File: config.mk
export PLATFORM = sky130hd
export DESIGN_NAME = modbus_uart_rx
export DESIGN_NICKNAME = d
export VERILOG_FILES = /design/src/rtl/modbus_pkg.sv /design/src/rtl/modbus_uart_rx_os_tick_gen.sv /design/src/rtl/modbus_uart_rx.sv
export SDC_FILE = /design/constraint.sdc
export NUM_CORES = 1
export LEC_CHECK = 0
export CORE_MARGIN = 2
export CORE_UTILIZATION = 63
export DETAILED_ROUTE_END_ITERATION = 12
export GPL_ROUTABILITY_DRIVEN = 0
export PLACE_DENSITY = 0.86
export SLEW_MARGIN = 20
export SYNTH_ARGS = -nofsm -noshare
export SYNTH_HDL_FRONTEND = slang
export SYNTH_SLANG_ARGS = --single-unit
File: constraint.sdc
create_clock -name clk_in -period 5.2 [get_ports clk_in]
set_input_delay 1.04 -clock clk_in [delete_from_list [all_inputs] [get_ports clk_in]]
set_output_delay 1.04 -clock clk_in [all_outputs]
set_load 0.01 [all_outputs]
File: src/rtl/modbus_pkg.sv
// ---------------------------------------------------------------------------
// modbus_pkg
// Shared definitions for the Modbus RTU byte receiver:
//   - rx_fsm_t   : receiver FSM state encoding (3-bit)
//   - PAR_*      : parity mode encodings (none / odd / even)
//   - OVERSAMPLE : oversample ticks per bit
//   - TICK_*     : per-bit tick indices used for sampling and bit boundaries
//   - ERR_*      : bit positions inside rx_err
//   - majority3  : 2-of-3 vote used on the three mid-bit samples
// ---------------------------------------------------------------------------
package modbus_pkg;

    localparam int unsigned OVERSAMPLE = 16;

    localparam int unsigned PAR_NONE = 0;
    localparam int unsigned PAR_ODD  = 1;
    localparam int unsigned PAR_EVEN = 2;

    localparam int unsigned ERR_PARITY = 0;
    localparam int unsigned ERR_FRAME  = 1;

    localparam logic [3:0] TICK_SAMPLE_A = 4'd7;
    localparam logic [3:0] TICK_SAMPLE_B = 4'd8;
    localparam logic [3:0] TICK_DECIDE   = 4'd9;
    localparam logic [3:0] TICK_LAST     = 4'd15;

    typedef enum logic [2:0] {
        ST_IDLE   = 3'd0,
        ST_START  = 3'd1,
        ST_DATA   = 3'd2,
        ST_PARITY = 3'd3,
        ST_STOP   = 3'd4
    } rx_fsm_t;

    function automatic logic majority3(input logic a, input logic b, input logic c);
        return (a & b) | (a & c) | (b & c);
    endfunction

endpackage

File: src/rtl/modbus_uart_rx_os_tick_gen.sv
// ---------------------------------------------------------------------------
// os_tick_gen
// Oversample tick generator: divides clk_in by OS_DIV and counts ticks
// within a bit period (0..15, wraps naturally).
// Ports:
//   clk_in    in  system clock
//   rst_n_in  in  asynchronous active-low reset
//   clr       in  synchronous clear of divider and tick index (start detect)
//   tick      out one-cycle pulse every OS_DIV cycles
//   tick_idx  out index of the tick currently in progress within the bit
// ---------------------------------------------------------------------------
module os_tick_gen #(
    parameter int unsigned OS_DIV = 325
) (
    input  logic       clk_in,
    input  logic       rst_n_in,
    input  logic       clr,
    output logic       tick,
    output logic [3:0] tick_idx
);

    localparam logic [15:0] CNT_MAX = 16'(OS_DIV - 1);

    logic [15:0] cnt_q;

    assign tick = (cnt_q == CNT_MAX) && !clr;

    always_ff @(posedge clk_in or negedge rst_n_in) begin
        if (!rst_n_in) begin
            cnt_q    <= '0;
            tick_idx <= '0;
        end else if (clr) begin
            cnt_q    <= '0;
            tick_idx <= '0;
        end else if (tick) begin
            cnt_q    <= '0;
            tick_idx <= tick_idx + 4'd1;
        end else begin
            cnt_q    <= cnt_q + 16'd1;
        end
    end

endmodule

File: src/rtl/modbus_uart_rx.sv
// ---------------------------------------------------------------------------
// modbus_uart_rx
// Byte-level UART receiver for the Modbus RTU slave. 16x oversampling,
// start-bit validation, 2-of-3 majority per bit, parity and stop checks.
// Ports:
//   clk_in    in  system clock
//   rst_n_in  in  asynchronous active-low reset
//   rx_pin    in  raw asynchronous line, idle high
//   rx_data   out last received byte (held until next rx_done)
//   rx_done   out one-cycle pulse per completed character
//   rx_err    out bit0 parity error, bit1 framing error (valid with rx_done)
//   rx_state  out high while a character is being received
// ---------------------------------------------------------------------------
module modbus_uart_rx
    import modbus_pkg::*;
#(
    parameter int unsigned CLK_FREQ  = 50000000,
    parameter int unsigned BAUD_RATE = 9600,
    parameter int unsigned PARITY    = PAR_EVEN
) (
    input  logic       clk_in,
    input  logic       rst_n_in,
    input  logic       rx_pin,
    output logic [7:0] rx_data,
    output logic       rx_done,
    output logic [1:0] rx_err,
    output logic       rx_state
);

    localparam int unsigned OS_DIV = (CLK_FREQ / BAUD_RATE) / OVERSAMPLE;

    rx_fsm_t     state_q, state_d;
    logic        sync_1_q, sync_2_q, line_prev_q;
    logic        fall, start_det;
    logic        tick;
    logic [3:0]  tick_idx;
    logic        decide, bit_end;
    logic        samp_a_q, samp_b_q;
    logic        bit_val;
    logic [7:0]  shift_q;
    logic [2:0]  bit_cnt_q;
    logic        par_err_q;
    logic        exp_par;
    logic        done_d;

    // Synchronizer plus one history flop for edge detection; all reset high
    // so a released reset on an idle line never looks like a start.
    always_ff @(posedge clk_in or negedge rst_n_in) begin
        if (!rst_n_in) begin
            sync_1_q    <= 1'b1;
            sync_2_q    <= 1'b1;
            line_prev_q <= 1'b1;
        end else begin
            sync_1_q    <= rx_pin;
            sync_2_q    <= sync_1_q;
            line_prev_q <= sync_2_q;
        end
    end

    // Edge rather than level: a line held low after a framing error (break)
    // cannot restart reception until it has returned high.
    assign fall      = line_prev_q & ~sync_2_q;
    assign start_det = (state_q == ST_IDLE) && fall;

    os_tick_gen #(
        .OS_DIV (OS_DIV)
    ) u_tick_gen (
        .clk_in   (clk_in),
        .rst_n_in (rst_n_in),
        .clr      (start_det),
        .tick     (tick),
        .tick_idx (tick_idx)
    );

    assign decide  = tick && (tick_idx == TICK_DECIDE);
    assign bit_end = tick && (tick_idx == TICK_LAST);

    // The third vote is the live sample at the decision tick.
    assign bit_val = majority3(samp_a_q, samp_b_q, sync_2_q);
    assign exp_par = (^shift_q) ^ (PARITY == PAR_ODD);

    always_ff @(posedge clk_in or negedge rst_n_in) begin
        if (!rst_n_in) begin
            state_q <= ST_IDLE;
        end else begin
            state_q <= state_d;
        end
    end

    always_comb begin
        state_d = state_q;
        done_d  = 1'b0;
        unique case (state_q)
            ST_IDLE: begin
                if (fall) begin
                    state_d = ST_START;
                end
            end
            ST_START: begin
                if (decide && bit_val) begin
                    state_d = ST_IDLE;
                end else if (bit_end) begin
                    state_d = ST_DATA;
                end
            end
            ST_DATA: begin
                if (bit_end && (bit_cnt_q == 3'd7)) begin
                    state_d = (PARITY == PAR_NONE) ? ST_STOP : ST_PARITY;
                end
            end
            ST_PARITY: begin
                if (bit_end) begin
                    state_d = ST_STOP;
                end
            end
            ST_STOP: begin
                // Finish at mid-stop so the silence timer starts early and a
                // back-to-back start edge is never missed.
                if (decide) begin
                    state_d = ST_IDLE;
                    done_d  = 1'b1;
                end
            end
            default: begin
                state_d = ST_IDLE;
            end
        endcase
    end

    always_ff @(posedge clk_in or negedge rst_n_in) begin
        if (!rst_n_in) begin
            samp_a_q  <= 1'b0;
            samp_b_q  <= 1'b0;
            shift_q   <= '0;
            bit_cnt_q <= '0;
            par_err_q <= 1'b0;
            rx_data   <= '0;
            rx_err    <= '0;
            rx_done   <= 1'b0;
        end else begin
            rx_done <= done_d;

            if (tick && (tick_idx == TICK_SAMPLE_A)) begin
                samp_a_q <= sync_2_q;
            end
            if (tick && (tick_idx == TICK_SAMPLE_B)) begin
                samp_b_q <= sync_2_q;
            end

            if (start_det) begin
                bit_cnt_q <= '0;
                par_err_q <= 1'b0;
            end

            if (state_q == ST_DATA) begin
                if (decide) begin
                    shift_q <= {bit_val, shift_q[7:1]};
                end
                if (bit_end) begin
                    bit_cnt_q <= bit_cnt_q + 3'd1;
                end
            end

            if ((state_q == ST_PARITY) && decide) begin
                par_err_q <= (bit_val != exp_par);
            end

            if (done_d) begin
                rx_data            <= shift_q;
                rx_err[ERR_PARITY] <= par_err_q;
                rx_err[ERR_FRAME]  <= ~bit_val;
            end
        end
    end

    assign rx_state = (state_q != ST_IDLE);

endmodule
==> impl_metrics.yaml, run 1 <==
placed_design:
  port_buffers: 14
  post-place-ws_ps: 2800
  dp.cells: 270
  dp_hpwl_um: 2950
logic_synthesis:
  ys_dominant_reg_cell: "dfrtp_1"
  synth.net_count: 223
  syn_inst: 213
  syn_area_per_cell_um2: 11.6
  synth_edf_count: 0
  synth.most_common_cell: "dfrtp_1"
  ys_top_cells_by_area: "dfrtp_1 49%, nor2_1 5.3%, xnor2_1 5.0%"
  synth.ff_latch_count: 51
  yosys_warnings: 0
  yosysTopAreaCell: "dfrtp_1"
  async_flop_share_pct: 100
  syn_area_mm2: 0.00247
  netlist-cell-type-count: 40
  yosysSeqAreaShare_pct: 51.9
  yosysTopAreaCellShare_pct: 48.7
  netlist_top_cells_count: "48 x dfrtp_1, 35 x nor2_1, 14 x xnor2_1"
worst_setup_path:
  cp_data_arrival_time_ps: 1640
  critical_path_class: "reg -> out"
  worstPathRequired_ps: 4160
  critPathCaptureType: "output pin"
  path_max_fanout: 6
  start_kind: "register"
  crit_start: "state_q[2]"
  r2r_start: "u_tick_gen.cnt_q[0]"
detailed_routing:
  totalWireLength_um: 4150
  post_drt_wl_per_cell_um: 14.9
  via_per_inst: 5.72
  drt_pass1_iterations: 4
  ant_nets: 0
  drc: 0
  vias: 1591
  drt-initial-drc-count: 74
clock_tree:
  cts_buffer_depth: 2
  cts_resized: 0
  ctsHoldBuffers: 0
  path_clk_slew_ps: 90
  cts_setup_buffers: 0
  clk_latency_ps: 310
  cts_tree: "done"
  cts_inserted_buffers: 5
  htree_levels: 2
  cts-root-buf: "clkbuf_8"
  clkSinkCount: 51
timing:
  rsz0062_at_grt: "no"
  timing.final.hold_violations: 0
  finalSetupViolCount: 0
  finalCritPeriodShare_pct: 51.6
  tightest_slew_ps: 757
  slew_viol_final: 0
  maxSlewHeadroom_pct: 49.4
  skew_ps: 6.85
  clock.fmax_mhz: 373
  worst_slack_ps: 2520
  setup_tns_ps: 0
  fin_crit_ps: 2680
worst_hold_path:
  hp-start: "sync_1_q"
  hp-class: "reg -> reg"
final_layout:
  nNetsFinal: 239
  syn2layout_area_growth_pct: 11.1
  layoutNonFillerInstCount: 278
  diodes: 0
  fin_util_pct: 73.7
  n_fill_cell: 263
  layout-drive-gt1-share_pct: 14.8
  seq_area_mm2: 0.00128
  multi_input_comb_area_mm2: 0.00114
flow_run:
  drv_cap: 0
floorplanning:
  fp.dieH_um: 66.6
  die_x_um: 66.6
  start_util_pct: 66.4
  core_mm2: 0.00372
  rows: 22
  pin_count: 15
  dieArea_mm2: 0.00443
power:
  pwr_density_cell_mw_per_mm2: 289
  p_leak_uw: 0.00128
  total_power_uw: 792
  ir_worst_vdd_mv: 0.289
grt:
  grt_first_pass_wirelength_um: 7200
  met3_usage_pct: 5.91
  busiest_layer: "met2"
  grt_pass1_vias: 1573
  grtUsageMet2_pct: 35.3
  overflow: 0
  antenna_found_initial: 0
  grt_max_degree: 52
  use_met1_pct: 28.5
  grt_usage_pct: 22.2
outcome:
  outcome: "finished, final reports clean"
-- through the flow --
step | hold slack [ps] | cell area, um^2
finish | 375 | 2740
global route | 383 | 2740
CTS | 376 | 2740
detailed placement | 362 | 2640
global placement | 359 | 2640
floorplan | 345 | 2470
-- cells in the final DEF (no fill, tap or decap), types with 2 or more instances in the layout --
cell type / n
and2_1: 3
and3_1: 2
and4_1: 3
clkbuf_8: 6
clkdlybuf4s50_1: 13
dfrtp_1: 48
dfstp_2: 3
ha_1: 7
inv_1: 6
mux2_1: 3
mux2_2: 9
mux2_4: 7
mux2i_1: 4
nand2_1: 11
nand2b_1: 3
nand3_1: 6
nand4_1: 6
nor2_1: 35
nor3_1: 4
nor4_2: 2
nor4bb_1: 3
o21ai_0: 3
xnor2_1: 14
xor2_1: 11
-- final cells by class --
type                    instances  share of cell area [%]
clock buffers                   6                    3.01
clock inverters                 2                   0.594
inverters                       6                   0.822
multi-input cells             151                    41.6
flip-flops and latches         51                    46.7
well taps                      48                    2.19
repair buffers                 14                    5.02
-- worst max-delay path: stages (launching register included) --
cell and delay, ps:
dfrtp_1 440, or3_1 410, clkdlybuf4s50_1 490
-- cell families after synthesis --
| kind of cell | share of synthesized area [%] |
|---|---|
| AOI/OAI and AO/OA | 1.72 |
| xor gates and xnor gates | 9.79 |
| adders and majority gates | 3.55 |
| buffers and inverters | 1.88 |
| DFF | 51.9 |
| muxes | 11.4 |
| and+or+nand+nor | 19.8 |
-- path summary, 6_finish.rpt --
kind	end	depth (start not counted)	slack [ps]
hold / removal	sync_2_q	0	380
max in group asynchronous	u_tick_gen.cnt_q[15]	1	4050
setup / recovery	rx_state	2	2520
min in group asynchronous	bit_cnt_q[0]	1	740
hold reg to reg	sync_2_q	0	380
setup reg to reg	shift_q[1]	6	2800
-- report_power, final --
part | internal (uW) | total (uW) | switching [uW]
registers | 424 | 463 | 38.8
logic | 41.2 | 85.7 | 44.5
clock network | 109 | 243 | 135
-- metal layers --
| metal | routed length (um) | part of all wire [%] |
|---|---|---|
| met5 | 0 | 0 |
| met4 | 68 | 1.6 |
| met3 | 144 | 3.5 |
| met2 | 2020 | 49 |
| met1 | 1920 | 46 |
-- flip-flops by register name (all words and copies together), names as in the netlist --
name,count
bit_cnt_q,3
line_prev_q,1
par_err_q,1
rx_data,8
rx_done,1
rx_err,2
samp_a_q,1
samp_b_q,1
shift_q,8
state_q,3
sync_1_q,1
sync_2_q,1
u_tick_gen.cnt_q,16
u_tick_gen.tick_idx,4
(Power assumes the default switching activity.)
==> run 2: changes to the inputs <==
Settings changed: CORE_UTILIZATION 63 to 53, PLACE_DENSITY 0.86 to 0.77.
Clock period 5.2 ns to 2.37 ns, I/O delays scaled along.
==> run 2 against run 1 <==
  * Cell count rose by 3.6%
  * Register-to-register slack got worse by 2600 ps
  * Wire length fell by 3.3%
  * Global-route usage fell by 4.4 points
  * Design area rose by 2.9%
  * Via count fell by 2.3%
  * Critical endpoint unchanged
==> impl_metrics.yaml, run 2 (synthesized netlist as in run 1, its figures left out) <==
final_layout:
  design_area_mm2: 0.00282
  multi_input_comb_area_mm2: 0.00114
  n_fill_cell: 352
  layout-drive-gt1-share_pct: 17.4
  nNetsFinal: 245
  seq_area_mm2: 0.00128
  layout_commonest_cell: "dfrtp_1"
  syn2layout_area_growth_pct: 14.3
  diodes: 0
  regMostFlops: "u_tick_gen.cnt_q"
  largest_register_ffs: 16
  reg_top3: "u_tick_gen.cnt_q x16, rx_data x8, shift_q x8"
  final_cell_mix: "48 x dfrtp_1, 35 x nor2_1, 14 x xnor2_1, 13 x clkdlybuf4s50_1"
clock_tree:
  path_clk_slew_ps: 90
  cts-root-buf: "clkbuf_8"
  cts_buffer_depth: 2
  cts_tree: "done"
  clkSinkCount: 51
  clk_latency_ps: 300
  htree_levels: 2
  cts_inserted_buffers: 5
  ctsHoldBuffers: 0
placed_design:
  port_buffers: 14
  placed_area_mm2: 0.00270
  dp_hpwl_um: 2870
worst_setup_path:
  critical_path_class: "reg -> out"
  cp_data_arrival_time_ps: 1690
  critPathCaptureType: "output pin"
  start_kind: "register"
  cp_slowest_cell: "clkdlybuf4s50_1"
  path_max_fanout: 6
  path_cells: "buf_4 -> or3_1 -> clkdlybuf4s50_1"
  crit_path_max_incr_delay_ps: 480
  worstPathRequired_ps: 1900
timing:
  skew_ps: 8.91
  holdWs_ps: 138
  finalCritPeriodShare_pct: 91.3
  setup_tns_ps: 0
  slew_viol_final: 0
  fin_crit_ps: 2160
  maxSlewHeadroom_pct: 65.4
  clock.fmax_mhz: 462
  timing.final.hold_violations: 0
  tightest_slew_ps: 515
  rsz0062_at_grt: "no"
  finalSetupViolCount: 0
grt:
  grt_first_pass_wirelength_um: 7140
  use_met1_pct: 24.2
  grt_pass1_vias: 1539
  grtUsageMet2_pct: 28.0
  antenna_found_initial: 0
  grt_usage_pct: 17.8
  busiest_layer: "met2"
  grt_max_degree: 52
  overflow: 0
  met3_usage_pct: 4.58
flow_run:
  drv_cap: 0
detailed_routing:
  ant_nets: 0
  post_drt_wl_per_cell_um: 13.9
  via_per_inst: 5.40
  drt_pass1_iterations: 4
  drt-initial-drc-count: 70
  drc: 0
  vias: 1554
  totalWireLength_um: 4020
power:
  comb_power_share_pct: 10.5
  pwr_density_cell_mw_per_mm2: 642
  ir_worst_vdd_mv: 0.425
  p_leak_uw: 0.00133
  p_seq_share_pct: 56.2
  p_clk_share_pct: 33.3
  switching_share_pct: 25.7
  internal_power_uw: 1340
  switching_power_uw: 465
floorplanning:
  pin_count: 15
  dieArea_mm2: 0.00522
  core_mm2: 0.00441
  start_util_pct: 55.9
  fp.dieH_um: 72.2
  rows: 24
  die_x_um: 72.2
worst_hold_path:
  hp-class: "in -> async"
outcome:
  outcome: "finished, final reports clean"
## run 2: changes by cell type in the layout (fill, tap and decap cells not counted)
cell | before | now
or4_4 | 0 | 1
buf_12 | 0 | 1
or4_1 | 1 | 0
clkbuf_8 | 6 | 5
clkinv_4 | 1 | 0
buf_4 | 1 | 5
buf_2 | 0 | 1
bufinv_16 | 0 | 1
inv_6 | 0 | 1
## run 2: routing by layer
layer / vias to the layer above / part of all wire (%)
met5: - / 0
met1: 751 / 47
li1: 770 / -
met4: 0 / 1.2
met2: 26 / 48
met3: 7 / 3.9
## run 2: power by group through the flow
stage	logic, uW	clock network (uW)	registers, uW
CTS	195	621	1020
global route	224	666	1030
floorplan	148	0	1010
finish	191	602	1020
detailed placement	193	0	1030
global placement	189	0	1030
## run 2: area by class of cell
type / count / area share [%]
inverter: 6 / 0.799
tap: 52 / 2.31
clock inverter: 3 / 1.64
timing repair buffer: 20 / 6.83
sequential: 51 / 45.4
clock buffer: 5 / 2.44
multi-input combinational: 151 / 40.6
## run 2: worst paths after layout
| kind | from | to | slack [ps] | cells past startpoint |
|---|---|---|---|---|
| max | state_q[1] | rx_state | 210 | 3 |
| min | rst_n_in | rx_done | 140 | 2 |
| max reg2reg | u_tick_gen.cnt_q[0] | rx_data[4] | 240 | 8 |
| min reg2reg | sync_1_q | sync_2_q | 370 | 0 |
| max in group asynchronous | rst_n_in | sync_2_q | 1940 | 2 |
| min in group clk_in | sync_1_q | sync_2_q | 370 | 0 |
## run 2: critical path: cells and delay by family (launching register included)
kind / cells / cell delay (ps)
flops: 1 / 390
buf+inv: 2 / 640
simple gates: 1 / 360
## run 2: stage by stage
| stage | setup slack [ps] | instances | power (uW) | utilization, % |
|---|---|---|---|---|
| floorplan | 232 | 213 | 1160 | - |
| finish | 205 | 288 | 1810 | 63.9 |
| CTS | 82.7 | 288 | 1830 | 63.8 |
| global placement | 133 | 280 | 1220 | 61.2 |
| global route | 92.8 | 288 | 1920 | 63.9 |
| detailed placement | 93.6 | 280 | 1230 | 61.2 |
## run 2: repair_timing
action,4_1_cts,5_1_grt
gates resized for setup,0,1
setup endpoints to repair,0,7
buffers inserted,0,0
